### src/rtl/seg_scanner_pkg.sv
// Shared constants and types for the seven-segment scanner.
// Segment codes are {g,f,e,d,c,b,a} and active-low.
package seg_scanner_pkg;

  localparam logic [6:0] SEG_OFF = 7'h7F;
  localparam logic [3:0] AN_OFF  = 4'hF;

  localparam logic [6:0] SEG_HEX_0 = 7'b1000000;
  localparam logic [6:0] SEG_HEX_1 = 7'b1111001;
  localparam logic [6:0] SEG_HEX_2 = 7'b0100100;
  localparam logic [6:0] SEG_HEX_3 = 7'b0110000;
  localparam logic [6:0] SEG_HEX_4 = 7'b0011001;
  localparam logic [6:0] SEG_HEX_5 = 7'b0010010;
  localparam logic [6:0] SEG_HEX_6 = 7'b0000010;
  localparam logic [6:0] SEG_HEX_7 = 7'b1111000;
  localparam logic [6:0] SEG_HEX_8 = 7'b0000000;
  localparam logic [6:0] SEG_HEX_9 = 7'b0010000;
  localparam logic [6:0] SEG_HEX_A = 7'b0001000;
  localparam logic [6:0] SEG_HEX_B = 7'b0000011;
  localparam logic [6:0] SEG_HEX_C = 7'b1000110;
  localparam logic [6:0] SEG_HEX_D = 7'b0100001;
  localparam logic [6:0] SEG_HEX_E = 7'b0000110;
  localparam logic [6:0] SEG_HEX_F = 7'b0001110;

  localparam logic [0:0] ST_GUARD = 1'b0;
  localparam logic [0:0] ST_SHOW  = 1'b1;

  typedef struct packed {
    logic [15:0] digits;
    logic [3:0]  blank;
    logic [3:0]  dp;
  } shadow_t;

  function automatic logic [3:0] an_select(input logic [1:0] idx);
    logic [3:0] an_v;
    case (idx)
      2'd0:    an_v = 4'b1110;
      2'd1:    an_v = 4'b1101;
      2'd2:    an_v = 4'b1011;
      2'd3:    an_v = 4'b0111;
      default: an_v = AN_OFF;
    endcase
    return an_v;
  endfunction

endpackage

### src/rtl/seg_scanner_hex_to_seg7.sv
// Combinational hex digit to active-low seven-segment decoder.
module hex_to_seg7
  import seg_scanner_pkg::*;
(
  input  logic [3:0] hex,
  output logic [6:0] seg
);

  // Table lookup of the segment pattern for one hex digit
  always_comb begin
    seg = SEG_OFF;
    case (hex)
      4'h0:    seg = SEG_HEX_0;
      4'h1:    seg = SEG_HEX_1;
      4'h2:    seg = SEG_HEX_2;
      4'h3:    seg = SEG_HEX_3;
      4'h4:    seg = SEG_HEX_4;
      4'h5:    seg = SEG_HEX_5;
      4'h6:    seg = SEG_HEX_6;
      4'h7:    seg = SEG_HEX_7;
      4'h8:    seg = SEG_HEX_8;
      4'h9:    seg = SEG_HEX_9;
      4'hA:    seg = SEG_HEX_A;
      4'hB:    seg = SEG_HEX_B;
      4'hC:    seg = SEG_HEX_C;
      4'hD:    seg = SEG_HEX_D;
      4'hE:    seg = SEG_HEX_E;
      4'hF:    seg = SEG_HEX_F;
      default: seg = SEG_OFF;
    endcase
  end

endmodule

### src/rtl/seg_scanner.sv
// Four-digit multiplexed display driver with per-frame input shadowing
// and an all-off guard interval at the start of every digit slot.
module seg_scanner
  import seg_scanner_pkg::*;
#(
  parameter int CLK_DIV = 100000,
  parameter int GUARD   = 1000
) (
  input  logic        basys_clk,
  input  logic        reset_n,
  input  logic        en,
  input  logic [15:0] digits,
  input  logic [3:0]  blank,
  input  logic [3:0]  dp_in,
  output logic [6:0]  seg,
  output logic [3:0]  an,
  output logic        dp,
  output logic        frame_tick
);

  localparam int CNT_W = $clog2(CLK_DIV);
  localparam logic [CNT_W-1:0] CNT_LAST  = CNT_W'(CLK_DIV - 1);
  localparam logic [CNT_W-1:0] GUARD_END = CNT_W'(GUARD);

  logic [CNT_W-1:0] cnt_r;
  logic [1:0]       idx_r;
  shadow_t          shadow_r;

  logic       frame_start_s;
  logic [0:0] state_s;
  logic       lit_s;
  logic [3:0] digit_s;
  logic [6:0] dec_s;
  logic [6:0] seg_nxt_s;
  logic [3:0] an_nxt_s;
  logic       dp_nxt_s;

  assign frame_start_s = (cnt_r == {CNT_W{1'b0}}) && (idx_r == 2'd0);
  assign state_s       = (cnt_r < GUARD_END) ? ST_GUARD : ST_SHOW;
  assign digit_s       = shadow_r.digits[{idx_r, 2'b00} +: 4];

  hex_to_seg7 u_dec (
    .hex (digit_s),
    .seg (dec_s)
  );

  // Slot counter and digit index
  always_ff @(posedge basys_clk or negedge reset_n) begin
    if (!reset_n) begin
      cnt_r <= {CNT_W{1'b0}};
      idx_r <= 2'd0;
    end else if (cnt_r == CNT_LAST) begin
      cnt_r <= {CNT_W{1'b0}};
      idx_r <= idx_r + 2'd1;
    end else begin
      cnt_r <= cnt_r + {{(CNT_W-1){1'b0}}, 1'b1};
    end
  end

  // Frame shadow: inputs only change the display at a frame boundary
  always_ff @(posedge basys_clk or negedge reset_n) begin
    if (!reset_n) begin
      shadow_r <= '{digits: 16'h0000, blank: 4'h0, dp: 4'h0};
    end else if (frame_start_s) begin
      shadow_r <= '{digits: digits, blank: blank, dp: dp_in};
    end else begin
      shadow_r <= shadow_r;
    end
  end

  // Next output pattern; en is live so it bypasses the shadow
  always_comb begin
    lit_s     = 1'b0;
    seg_nxt_s = SEG_OFF;
    an_nxt_s  = AN_OFF;
    dp_nxt_s  = 1'b1;
    if ((state_s == ST_SHOW) && en && !shadow_r.blank[idx_r]) begin
      lit_s = 1'b1;
    end else begin
      lit_s = 1'b0;
    end
    if (lit_s) begin
      seg_nxt_s = dec_s;
      an_nxt_s  = an_select(idx_r);
      dp_nxt_s  = ~shadow_r.dp[idx_r];
    end else begin
      seg_nxt_s = SEG_OFF;
      an_nxt_s  = AN_OFF;
      dp_nxt_s  = 1'b1;
    end
  end

  // Registered pin drivers
  always_ff @(posedge basys_clk or negedge reset_n) begin
    if (!reset_n) begin
      seg        <= SEG_OFF;
      an         <= AN_OFF;
      dp         <= 1'b1;
      frame_tick <= 1'b0;
    end else begin
      seg        <= seg_nxt_s;
      an         <= an_nxt_s;
      dp         <= dp_nxt_s;
      frame_tick <= frame_start_s;
    end
  end

endmodule

### config.mk
export PLATFORM = sky130hd
export DESIGN_NAME = seg_scanner
export DESIGN_NICKNAME = d
export VERILOG_FILES = /design/src/rtl/seg_scanner_pkg.sv /design/src/rtl/seg_scanner_hex_to_seg7.sv /design/src/rtl/seg_scanner.sv
export SDC_FILE = /design/constraint.sdc
export NUM_CORES = 1
export LEC_CHECK = 0
export BUFFER_PORTS_ARGS = -buffer_cell sky130_fd_sc_hd__buf_2
export CAP_MARGIN = 10
export CORE_ASPECT_RATIO = 1.5
export CORE_MARGIN = 2
export CORE_UTILIZATION = 45
export DETAILED_ROUTE_END_ITERATION = 7
export GPL_TIMING_DRIVEN = 1
export PLACE_DENSITY = 0.7
export SLEW_MARGIN = 10
export SYNTH_ARGS = -nofsm -noshare
export SYNTH_HDL_FRONTEND = slang
export SYNTH_HIERARCHICAL = 1
export SYNTH_SLANG_ARGS = --single-unit
### constraint.sdc
create_clock -name basys_clk -period 2.65 [get_ports basys_clk]
set_input_delay 0.265 -clock basys_clk [delete_from_list [all_inputs] [get_ports basys_clk]]
set_output_delay 0.265 -clock basys_clk [all_outputs]
set_load 0.01 [all_outputs]
Word level (Yosys, flattened, before mapping). Memories as Yosys holds them, arrays and structs flattened. Index checks and enable logic that the tools add are counted.

Add/sub/neg operators: 2. Magnitude comparators: 2. Eq/ne operators: 4. Shifts and indexed selects: 1. Muxes and demuxes: 11. Bitwise logic cells: 1. Reduce and logical (&&, ||, !) cells: 6.

Operators with widths (count): adder 17 x 1 -> 17 bit (second input constant) (1); == test 17 bit (second input constant) (1); logical NOT 17 bit (1); < comparator 17 x 10 -> 1 bit (second input constant) (1); 2-to-1 mux 17 bit (1); one-hot mux 4 bit (4 select lines) (1); indexed part select 16 x 5 -> 4 bit (1); 2-to-1 mux 7 bit (1); 2-to-1 mux 1 bit (5); binary-select mux 1 bit (select 2 bit) (2); == test 2 bit (second input constant) (2); 2-to-1 mux 4 bit (1); logical AND 1 bit (3); < comparator 2 x 3 -> 1 bit (second input constant) (1); adder 2 x 1 -> 2 bit (second input constant) (1); == test 2 x 1 -> 1 bit (second input constant) (1); logical NOT 2 bit (1); logical NOT 1 bit (1); NOT 1 bit (1).

Register bits: 56. Memory bits (read-only): 112. Output and inout port bits: 13. Word-level logic and storage cells: 37. Memories kept: 1.

Memories: (name not given) (words 16, bits a word 7, rd ports 1, clocked after memory_dff 0, wr ports 0, line seg_scanner_hex_to_seg7.sv:12) `case (hex)`.

Logic depth before layout (Yosys ltp). Gate-level depths: netlist of run 1.

Depth after elaboration: 6. Mapped depth: 8. Mapped depth without buffers: 7.

Hierarchy. The synthesis of run 1 kept the hierarchy.

Modules (own cells, without submodules): seg_scanner (instances 1, cells an instance 184, area an instance 2461.1 µm², sequential area each 1416.4 µm²); hex_to_seg7 (instances 1, cells an instance 32, area an instance 275.3 µm², sequential area each 0.0 µm²).

Least setup slack after synthesis of run 1. OpenSTA, ideal clock, no wires.

Kind: flip-flop to flip-flop. From: register idx_r[0]. To: register seg[0]. Library setup time: 0.062 ns. Arrival time: 2.336 ns. Data required time: 2.588 ns. Slack: 0.253 ns. Stages on the path, launching flop included: 9. Clock period less this slack: 2.397 ns. Cells stage by stage: dfrtp_1 clkbuf_1 mux4_2 inv_1 ha_1 and2b_2 or3b_1 o21ai_0 nand2b_1.

Elaborated cells between the ends (all ways): 8. Those cells by class: shift: 1; mux: 4; reduce/logical: 2; memory: 1.

RTL lines: start, declared (line seg_scanner.sv:26) `logic [1:0] idx_r;`; start signal, assigned (line seg_scanner.sv:54) `idx_r <= idx_r + 2'd1;`; indexed part select 16 x 5 -> 4 bit (line seg_scanner.sv:40) `assign digit_s = shadow_r.digits[{idx_r, 2'b00} +: 4];`; via digit_s[1] (line seg_scanner.sv:32) `logic [3:0] digit_s;`; memory (16 x 7 bit); via dec_s[0] (line seg_scanner.sv:33) `logic [6:0] dec_s;`; 2-to-1 mux 7 bit (line seg_scanner.sv:82) `if (lit_s) begin`; via seg_nxt_s[0] (line seg_scanner.sv:34) `logic [6:0] seg_nxt_s;`; end signal, assigned (line seg_scanner.sv:101) `seg <= seg_nxt_s;`; end, declared (line seg_scanner.sv:15) `output logic [6:0] seg,`.

The timed path passes the listed nets, and every way through them passes these cells. The select of a mux whose other input is x is not followed. A chain may end at the register's enable or synchronous reset.

Worst setup path in the final report of run 1.
From: register cnt_r[13]. To: register shadow_r[12] (netlist name).

Cells in the longest elaborated chain, start to end: 2.

RTL lines: start, declared (line seg_scanner.sv:25) `logic [CNT_W-1:0] cnt_r;`; start signal, assigned (line seg_scanner.sv:50) `cnt_r <= {CNT_W{1'b0}};`; start signal, assigned (line seg_scanner.sv:53) `cnt_r <= {CNT_W{1'b0}};`; start signal, assigned (line seg_scanner.sv:56) `cnt_r <= cnt_r + {{(CNT_W-1){1'b0}}, 1'b1};`; logical NOT 17 bit (line seg_scanner.sv:38) `assign frame_start_s = (cnt_r == {CNT_W{1'b0}}) && (idx_r == 2'd0);`; logical AND 1 bit (line seg_scanner.sv:38); end signal, assigned (line seg_scanner.sv:63) `shadow_r <= '{digits: 16'h0000, blank: 4'h0, dp: 4'h0};`; end signal, assigned (line seg_scanner.sv:65) `shadow_r <= '{digits: digits, blank: blank, dp: dp_in};`; end signal, assigned (line seg_scanner.sv:67) `shadow_r <= shadow_r;`; end, declared (line seg_scanner.sv:27) `shadow_t shadow_r;`.

No other way between the ends.

==> flow_summary.json, run 1 <==
{
  "status": "finished, final reports clean",
  "grt_antenna_before_repair": 0,
  "timing.slew.headroom": 0.3292,
  "worst_setup_hold_path_clk_slew_ns": 0.11,
  "dp_cells": 325,
  "h_tree_depth": 2,
  "final_layout_size_suffix_gt1_frac": 0.3946,
  "min_setup_slack_post_route_ns": 0.2628,
  "critPathLaunch": "cnt_r[13]",
  "num_antenna_cells": 0,
  "timing.rr.end": "shadow_r[12]",
  "timing.rr.start": "cnt_r[13]",
  "timing.setup.tns_ns": 0,
  "period_share": 0.9008,
  "floorplan.initialDensity": 0.4695,
  "setup.worst_path.class": "flop to flop",
  "synth-seq-area-share": 0.5176,
  "dp_hpwl_um": 3510,
  "synth_enable_flop_cells": 0,
  "die_width_um": 67.67,
  "power.density_cell_area_nw_per_um2": 476.9,
  "critPathRequiredTime_ns": 2.86,
  "boundaryPins": 40,
  "power.switching_fraction": 0.2435,
  "net_switching_power_figure_mw": 0.3627,
  "ctsResizeCount": 0,
  "die_area_um2": 6734,
  "clock_sink_count": 56,
  "placement_rows": 34,
  "cp_data_arrival_time_ns": 2.60,
  "power_leakage_nw": 1.353,
  "track_usage": 0.1638,
  "yosys_warnings": 6,
  "preCtsSetupSlack_ns": 0.2976,
  "post-cts-setup-buffer-count": 0,
  "post_synth_inst_count": 216,
  "setup_viol": 0,
  "sequential_power_share": 0.593,
  "final-max-slew-violation-count": 0,
  "cp-end-kind": "flop",
  "area_growth_syn_to_layout_pct": 14.13,
  "rsz0062_at_grt": "no",
  "crit_path_capture": "shadow_r[12]",
  "timing.critical_path.fanout_max": 24,
  "comb_power_share": 0.066,
  "async_reset_ff_frac": 1.000,
  "synthFlopType": "dfrtp_1",
  "placed_area_um2": 3025,
  "drc": 0,
  "via_count": 1780,
  "timing.hold.ws_ns": 0.1080,
  "yosysUniqueCellTypes": 39,
  "port-buffer-count": 39,
  "antenna_left": 0,
  "post_synth_instance_area_um2": 2736,
  "totalPowerFinal_mw": 1.489,
  "max_cap_viol_count": 0,
  "postRouteWirelength_um": 4769,
  "cts_hold_repair_buffers": 0,
  "clock-skew-final_ns": 0.009192,
  "cts_buffers": 5,
  "stdcell_count": 333,
  "cts_root_buffer": "clkbuf_8",
  "timing.reg2reg.setup_slack_ns": 0.26,
  "ys_ff_latch": 56,
  "gpl.final_weighted_congestion": 0.8167,
  "delay_heaviest_family_cp": "simple AND/OR/NAND/NOR gates",
  "internal-power_mw": 1.127,
  "max_freq_mhz": 418.9,
  "mean_area_per_synthesized_cell_um2": 12.67,
  "grt_first_pass_wirelength_um": 8369,
  "critPathSlowestCell": "or4_4",
  "drtPass1Iterations": 4,
  "finish.net_count": 300,
  "grt_overflow_total": 0,
  "worst_slew_pin_slew_ns": 1.006,
  "postLayoutCellArea_um2": 3123,
  "critical_path.cell_chain": "or4_4 > or4_4 > nor3_4 > buf_12 > mux2_2",
  "chipHeight_um": 99.51,
  "critical_path.max_stage_delay_ns": 0.56,
  "clk_path_buf_depth": 2,
  "grt_pass1_vias": 1821,
  "route.detailed.wl_per_inst_um": 14.32,
  "synth_nets": 256,
  "finish.utilization": 0.5359,
  "p_clk_frac": 0.341,
  "drtIter0Drc": 55,
  "final_period_minus_worst_setup_slack_ns": 2.387,
  "critical_path_buf_inv_count": 1,
  "via_per_inst": 5.345,
  "placeable_core_area_um2": 5828,
  "critical_path_cell_count": 5,
  "start_kind": "flop",
  "clk-insertion-delay-late_ns": 0.32,
  "worst_r2r_path_depth": 5,
  "path_common_cell": "or4_4",
  "cts_tree": "built",
  "finalHoldViolCount": 0,
  "irDropWorstVdd_uv": 407.1,
  "hp-class": "input pin to async pin",
  "maximum_number_of_pins_on_one_net_before_global_route_repair": 47
}
## flip-flops by register name, indices dropped and copies added, names as in the netlist
register	cells
seg	7
cnt_r	17
an	4
idx_r	2
frame_tick	1
shadow_r	24
dp	1
## how the worst min path moves through the flow
stage | startpoint | cells after the start | slack [ns] | end
global placement | reset_n | 1 | 0.49 | shadow_r[9]
global route | dp_in[1] | 2 | 0.15 | shadow_r[1]
finish | reset_n | 1 | 0.11 | shadow_r[17]
floorplan | reset_n | 0 | -0.03 | cnt_r[0]
detailed placement | reset_n | 1 | 0.49 | shadow_r[13]
CTS | reset_n | 1 | 0.14 | shadow_r[17]
## synth_stat cells (all sizes together), types with 5 or more instances
cell	number	area share
dfrtp	44	0.40
dfstp	12	0.12
ha	13	0.059
inv	8	0.011
mux2	26	0.11
mux2i	5	0.018
mux4	6	0.051
nand2	13	0.018
nand2b	8	0.018
nand3	5	0.0091
nor2	15	0.021
o21ai	5	0.0091
xnor2	5	0.016
xor2	7	0.022
## per-layer routing
| layer | part of all wire | wire, µm | track usage | vias up |
|---|---|---|---|---|
| met5 | 0 | 0 | 0 | - |
| met4 | 0.035 | 165 | 0.07378 | 0 |
| met3 | 0.039 | 186 | 0.03054 | 13 |
| met2 | 0.50 | 2379 | 0.2655 | 43 |
| met1 | 0.43 | 2038 | 0.2092 | 870 |
| li1 | - | - | - | 854 |
## power by group through the flow
stage	Combinational, mW	Sequential [mW]	Clock, mW
after floorplan	0.0568	0.895	0
after global placement	0.0977	0.898	0
after detailed placement	0.0999	0.900	0
after CTS	0.100	0.884	0.524
after global routing	0.112	0.887	0.556
final	0.0979	0.884	0.508
## area by class of cell
type | instances | area (µm²)
Clock buffer | 5 | 68.82
Clock inverter | 3 | 28.78
Fill cell | 503 | 2705
Inverter | 8 | 30.03
Multi-Input combinational cell | 144 | 1236
Sequential cell | 56 | 1416
Tap cell | 72 | 90.09
Timing Repair Buffer | 45 | 252.7
## logic make-up (layout without fill, tap and decap cells)
| group | Yosys count | in the layout | share of synthesized area |
|---|---|---|---|
| buffers and inverters | 16 | 61 | 0.03063 |
| AND/OR/NAND/NOR | 67 | 67 | 0.1399 |
| adder cells (fa/ha/maj) | 13 | 13 | 0.05944 |
| multiplexers | 37 | 37 | 0.1760 |
| XOR/XNOR | 12 | 12 | 0.03841 |
| AO/OA/AOI/OAI | 15 | 15 | 0.03795 |
| flip-flops | 56 | 56 | 0.5176 |
## layout by cell type (no fill, tap or decap), drive strengths merged, types with 5 or more instances in the layout
cell / instances
dfstp: 12
xor2: 7
nor2: 15
nand3: 5
ha: 13
inv: 11
xnor2: 5
nand2: 13
buf: 45
mux2: 26
o21ai: 5
clkbuf: 5
mux4: 6
dfrtp: 44
mux2i: 5
nand2b: 8
## worst register-to-register path, delay by kind of cell (launching register included)
| kind | cells | cell delay (ns) |
|---|---|---|
| AND/OR/NAND/NOR | 3 | 1.28 |
| flip-flops | 1 | 0.43 |
| multiplexers | 1 | 0.37 |
| buffers and inverters | 1 | 0.20 |
Power figures use the tool's default switching activity.
==> inputs of run 2 (changes only) <==
--- a/config.mk
+++ b/config.mk
@@ -7,12 +7,14 @@
 export LEC_CHECK = 0
 export BUFFER_PORTS_ARGS = -buffer_cell sky130_fd_sc_hd__buf_2
 export CAP_MARGIN = 10
+export CELL_PAD_IN_SITES_DETAIL_PLACEMENT = 0
+export CELL_PAD_IN_SITES_GLOBAL_PLACEMENT = 1
 export CORE_ASPECT_RATIO = 1.5
 export CORE_MARGIN = 2
 export CORE_UTILIZATION = 45
 export DETAILED_ROUTE_END_ITERATION = 7
 export GPL_TIMING_DRIVEN = 1
-export PLACE_DENSITY = 0.7
+export PLACE_DENSITY = 0.83
 export SLEW_MARGIN = 10
 export SYNTH_ARGS = -nofsm -noshare
 export SYNTH_HDL_FRONTEND = slang
==> run 2 against run 1 <==
- worst setup slack improved by 0.036 ns
- highest routed layer unchanged
- critical endpoint is now shadow_r[22]
- worst hold slack improved by 0.076 ns
- cell count rose by 0.30%
- final area rose by 0.16%
- register-to-register slack improved by 0.04 ns
- critical path type unchanged
==> flow_summary.json, run 2 (synthesized netlist as in run 1, its figures left out) <==
{
  "num_antenna_cells": 0,
  "grt_first_pass_wirelength_um": 8473,
  "area_growth_syn_to_layout_pct": 14.31,
  "grt_pass1_vias": 1756,
  "timing.reg2reg.setup_slack_ns": 0.30,
  "grt_antenna_before_repair": 0,
  "critPathRequiredTime_ns": 2.85,
  "timing.slew.headroom": 0.5311,
  "final_period_minus_worst_setup_slack_ns": 2.351,
  "max_cap_viol_count": 0,
  "totalPowerFinal_mw": 1.428,
  "die_area_um2": 6734,
  "postLayoutCellArea_um2": 3128,
  "antenna_left": 0,
  "placeable_core_area_um2": 5828,
  "final_cell_mix": "44 x dfrtp_1, 39 x buf_2, 26 x mux2_2",
  "final-max-slew-violation-count": 0,
  "clock-skew-final_ns": 0.006771,
  "via_count": 1712,
  "timing.setup.tns_ns": 0,
  "final_layout_size_suffix_gt1_frac": 0.3817,
  "start_kind": "flop",
  "largest_register_ff_count": 24,
  "timing.critical_path.fanout_max": 24,
  "rsz0062_at_grt": "no",
  "post-cts-setup-buffer-count": 0,
  "worst_r2r_path_depth": 5,
  "clk-insertion-delay-late_ns": 0.31,
  "placed_area_um2": 3038,
  "port-buffer-count": 39,
  "via_per_inst": 5.126,
  "critical_path.max_stage_delay_ns": 0.56,
  "cp_data_arrival_time_ns": 2.55,
  "drc": 0,
  "power.density_cell_area_nw_per_um2": 456.6,
  "final.fill_count": 523,
  "cts_tree": "built",
  "track_usage": 0.1665,
  "chipHeight_um": 99.51,
  "grt_overflow_total": 0,
  "clock_sink_count": 56,
  "clk_path_buf_depth": 2,
  "worst_slew_pin_slew_ns": 0.6969,
  "boundaryPins": 40,
  "worst_setup_hold_path_clk_slew_ns": 0.09,
  "period_share": 0.8871,
  "path_common_cell": "or4_4",
  "gpl.final_weighted_congestion": 0.7919,
  "crit_path_capture": "shadow_r[22]",
  "commonest_non_fill_non_tap_cell_in_the_layout": "dfrtp_1",
  "largest_register": "shadow_r",
  "layout_top_registers": "shadow_r (24), cnt_r (17), seg (7)",
  "cts_root_buffer": "clkbuf_8",
  "floorplan.initialDensity": 0.4695,
  "timing.rr.start": "cnt_r[13]",
  "finish.net_count": 301,
  "critPathLaunch": "cnt_r[13]",
  "min_from": "blank[1]",
  "dp_hpwl_um": 3673,
  "h_tree_depth": 2,
  "ctsResizeCount": 0,
  "timing.rr.end": "shadow_r[22]",
  "drtPass1Iterations": 4,
  "die_width_um": 67.67,
  "irDropWorstVdd_uv": 364.6,
  "critical_path.cell_chain": "or4_4 > or4_4 > nor3_4 > buf_12 > mux2_2",
  "drtIter0Drc": 45,
  "postRouteWirelength_um": 4837,
  "max_freq_mhz": 425.4,
  "power_leakage_nw": 1.351,
  "critPathSlowestCell": "or4_4",
  "timing.hold.ws_ns": 0.1838,
  "route.detailed.wl_per_inst_um": 14.48,
  "finalHoldViolCount": 0,
  "cts_buffers": 5,
  "setup.worst_path.class": "flop to flop",
  "setup_viol": 0,
  "placement_rows": 34,
  "status": "finished, final reports clean",
  "cp-end-kind": "flop",
  "hp-class": "input pin to flop",
  "maximum_number_of_pins_on_one_net_before_global_route_repair": 35
}
## run 2: cell count changes in the layout (fill, tap and decap cells not counted)
cell           delta
inv_8             -1
clkbuf_1          +2
buf_4             -1
buf_12            +1
inv_6             -2
clkinv_1          +1
dlygate4sd3_1     +1
## run 2: per-stage QoR
stage / cells / utilization / setup WS, ns
6_report: 334 / 0.5367 / 0.2993
5_1_grt: 334 / 0.5367 / 0.1909
4_1_cts: 334 / 0.5367 / 0.2871
3_5_place_dp: 325 / 0.5213 / 0.3094
3_3_place_gp: 325 / 0.5213 / 0.3301
2_1_floorplan: 216 / - / 0.2527
## run 2: where the power goes
part	internal, mW	total (mW)	switching, mW
logic	0.0547	0.100	0.0456
registers	0.873	0.882	0.00881
clock network	0.185	0.446	0.261
## run 2: worst min-delay path by stage
stage / to / slack, ns / depth (start not counted)
final: shadow_r[5] / 0.18 / 2
after detailed placement: cnt_r[2] / 0.28 / 1
after global placement: cnt_r[2] / 0.28 / 1
after floorplan: cnt_r[0] / -0.03 / 0
after global routing: shadow_r[23] / 0.18 / 2
after CTS: shadow_r[5] / 0.17 / 2
## run 2: worst max-delay path, delay by kind of cell, from the launching register on
kind | cells | cell delay, ns
DFF | 1 | 0.43
and+or+nand+nor | 3 | 1.25
buffers and inverters | 1 | 0.20
muxes | 1 | 0.35
## run 2: cell type report
type	count	area (µm²)	share of cell area
clock inverters	1	3.754	0.001200
clock buffers	7	76.32	0.02440
flip-flops and latches	56	1416	0.4528
well taps	72	90.09	0.02880
repair buffers	46	275.3	0.08800
multi-input cells	144	1236	0.3952
inverters	8	30.03	0.009600
## run 2: per-layer routing
metal  global-route usage  share of wire  vias up
li1                     -              -      847
met1               0.2160           0.44      821
met2               0.2738           0.51       38
met3              0.03394          0.040        6
met4              0.05651          0.015        0
met5                    0              0        -
## run 2: timing repair
item,4_1_cts,5_1_grt
endpoints found under the hold margin,14,0
hold buffers,1,0
setup endpoints to repair,0,0
==> inputs of run 3 (changes only) <==
--- a/config.mk
+++ b/config.mk
@@ -11,10 +11,10 @@
 export CELL_PAD_IN_SITES_GLOBAL_PLACEMENT = 1
 export CORE_ASPECT_RATIO = 1.5
 export CORE_MARGIN = 2
-export CORE_UTILIZATION = 45
+export CORE_UTILIZATION = 46
 export DETAILED_ROUTE_END_ITERATION = 7
 export GPL_TIMING_DRIVEN = 1
-export PLACE_DENSITY = 0.83
+export PLACE_DENSITY = 0.84
 export SLEW_MARGIN = 10
 export SYNTH_ARGS = -nofsm -noshare
 export SYNTH_HDL_FRONTEND = slang
==> run 3 against run 2 <==
- core utilization is 1.0 points higher
- wire length is 0.14% higher
- sequential share of layout area shrank 0.54 points
- die area down 2.1%
- global-route usage fell by 0.11 points
- critical path type unchanged
- largest power group unchanged
- highest routed layer unchanged
==> flow_summary.json, run 3 (synthesized netlist as in run 1, its figures left out) <==
{
  "status": "finished, final reports clean",
  "cts_root_buffer": "clkbuf_8",
  "worst_hold_path.endpoint": "shadow_r[14]",
  "track_usage": 0.1654,
  "largest_register": "shadow_r",
  "timing.rr.end": "seg[0]",
  "critical_path.max_stage_delay_ns": 0.61,
  "maximum_number_of_pins_on_one_net_before_global_route_repair": 33,
  "delay_heaviest_family_cp": "simple AND/OR/NAND/NOR gates",
  "worst_slew_pin_slew_ns": 0.6844,
  "period_share": 0.8918,
  "final_cell_mix": "44 x dfrtp_1, 39 x buf_2, 26 x mux2_2",
  "grt_pass1_vias": 1760,
  "clock-skew-final_ns": 0.009382,
  "floorplan.initialDensity": 0.4730,
  "holdPathStages": 2,
  "irDropWorstVdd_uv": 384.3,
  "setup.worst_path.class": "flop to flop",
  "hp-class": "input pin to flop",
  "via_per_inst": 5.241,
  "critPathSlowestCell": "mux4_2",
  "die_area_um2": 6594,
  "sequential_power_share": 0.541,
  "cp-end-kind": "flop",
  "chipHeight_um": 98.46,
  "postRouteWirelength_um": 4844,
  "top_layer_used": "met4",
  "gpl.final_weighted_congestion": 0.7927,
  "timing.rr.start": "idx_r[0]",
  "dp_hpwl_um": 3543,
  "route.detailed.wl_per_inst_um": 14.59,
  "net_switching_power_figure_mw": 0.3243,
  "timing.reg2reg.setup_slack_ns": 0.29,
  "timing.slew.headroom": 0.5395,
  "commonest_non_fill_non_tap_cell_in_the_layout": "dfrtp_1",
  "grt_overflow_total": 0,
  "clk_path_buf_depth": 2,
  "largest_register_ff_count": 24,
  "area_growth_syn_to_layout_pct": 15.68,
  "max_freq_mhz": 423.1,
  "clk-insertion-delay-late_ns": 0.31,
  "h_tree_depth": 2,
  "critical_path.cell_chain": "mux4_2 > inv_1 > ha_1 > and2b_2 > or3b_1 > o21ai_0 > nand2b_1",
  "critical_path_buf_inv_count": 1,
  "worst_setup_hold_path_clk_slew_ns": 0.10,
  "cts_buffers": 5,
  "post-cts-setup-buffer-count": 0,
  "final-max-slew-violation-count": 0,
  "die_width_um": 66.98,
  "cts_tree": "built",
  "min_from": "digits[6]",
  "cp_data_arrival_time_ns": 2.61,
  "totalPowerFinal_mw": 1.630,
  "placeable_core_area_um2": 5786,
  "drtPass1Iterations": 4,
  "power.switching_fraction": 0.1989,
  "power.density_cell_area_nw_per_um2": 515.0,
  "finish.net_count": 299,
  "met2WireLength_um": 2372,
  "p_clk_frac": 0.396,
  "internal-power_mw": 1.306,
  "power_leakage_nw": 1.366,
  "worst_r2r_path_depth": 7,
  "num_antenna_cells": 0,
  "comb_power_share": 0.063,
  "final_layout_size_suffix_gt1_frac": 0.3846,
  "rsz0062_at_grt": "no",
  "critPathRequiredTime_ns": 2.90,
  "timing.critical_path.fanout_max": 5,
  "start_kind": "flop",
  "drtIter0Drc": 47,
  "antenna_left": 0,
  "placement_rows": 34,
  "wirelength_met1_um": 2183,
  "setup_viol": 0,
  "finalHoldViolCount": 0,
  "grt_first_pass_wirelength_um": 8314,
  "clock_sink_count": 56,
  "boundaryPins": 40,
  "layout_top_registers": "shadow_r (24), cnt_r (17), seg (7)",
  "final_period_minus_worst_setup_slack_ns": 2.363,
  "timing.setup.tns_ns": 0,
  "met3RoutedLength_um": 209,
  "grt_antenna_before_repair": 0,
  "port-buffer-count": 39,
  "final.fill_count": 526,
  "drc": 0,
  "via_count": 1740,
  "max_cap_viol_count": 0
}
==> run 3: cell count changes in the layout (fill, tap and decap cells not counted), sizes merged <==
| cell | previous run | this run |
|---|---|---|
| buf | 45 | 43 |
| bufinv | 0 | 2 |
| clkbuf | 7 | 6 |
| clkinv | 1 | 0 |
==> run 3: how the worst max path moves through the flow <==
stage / startpoint / to / slack (ns) / cells after the start
3_5_place_dp: cnt_r[13] / shadow_r[8] / 0.31 / 5
4_1_cts: idx_r[0] / seg[0] / 0.27 / 7
6_report: idx_r[0] / seg[0] / 0.29 / 7
5_1_grt: idx_r[0] / seg[0] / 0.12 / 7
2_1_floorplan: idx_r[0] / seg[0] / 0.25 / 8
3_3_place_gp: cnt_r[13] / shadow_r[19] / 0.32 / 5
==> run 3: final cells by class <==
class / count / area [µm²] / area share
clock buffer: 6 / 72.57 / 0.02292
timing repair buffer: 44 / 260.3 / 0.08221
sequential: 56 / 1416 / 0.4474
multi-input combinational: 144 / 1236 / 0.3905
inverter: 8 / 30.03 / 0.009486
tap: 72 / 90.09 / 0.02846
clock inverter: 2 / 60.06 / 0.01897
==> run 3: power groups by stage <==
stage	combinational, mW	clock [mW]	sequential, mW
2_1_floorplan	0.0568	0	0.895
3_3_place_gp	0.100	0	0.899
3_5_place_dp	0.103	0	0.899
4_1_cts	0.105	0.661	0.883
5_1_grt	0.116	0.700	0.885
6_report	0.102	0.645	0.883
==> run 3: worst register-to-register path, stage by stage, from the launching register on <==
cell	delay, ns
dfrtp_1	0.51
mux4_2	0.61
inv_1	0.16
ha_1	0.21
and2b_2	0.24
or3b_1	0.38
o21ai_0	0.08
nand2b_1	0.12
==> run 3: metrics by stage <==
stage / cells / util / hold WS (ns) / setup slack [ns] / area (µm²)
2_1_floorplan: 216 / - / -0.03059 / 0.2527 / 2736
3_3_place_gp: 323 / 0.5225 / 0.3108 / 0.3218 / 3023
3_5_place_dp: 323 / 0.5225 / 0.3086 / 0.3061 / 3023
4_1_cts: 332 / 0.5471 / 0.1718 / 0.2727 / 3166
5_1_grt: 332 / 0.5471 / 0.1645 / 0.1212 / 3166
6_report: 332 / 0.5471 / 0.1767 / 0.2867 / 3166
==> run 3: repair_timing <==
item	4_1_cts	5_1_grt
gates resized for setup	0	0
hold buffers	1	0
endpoints found under the hold margin	15	0
==> run 3: layer usage <==
metal / vias up / GRT usage
met3: 7 / 0.03767
met1: 843 / 0.2261
met2: 45 / 0.2592
li1: 845 / -
met4: 0 / 0.05808
met5: - / 0
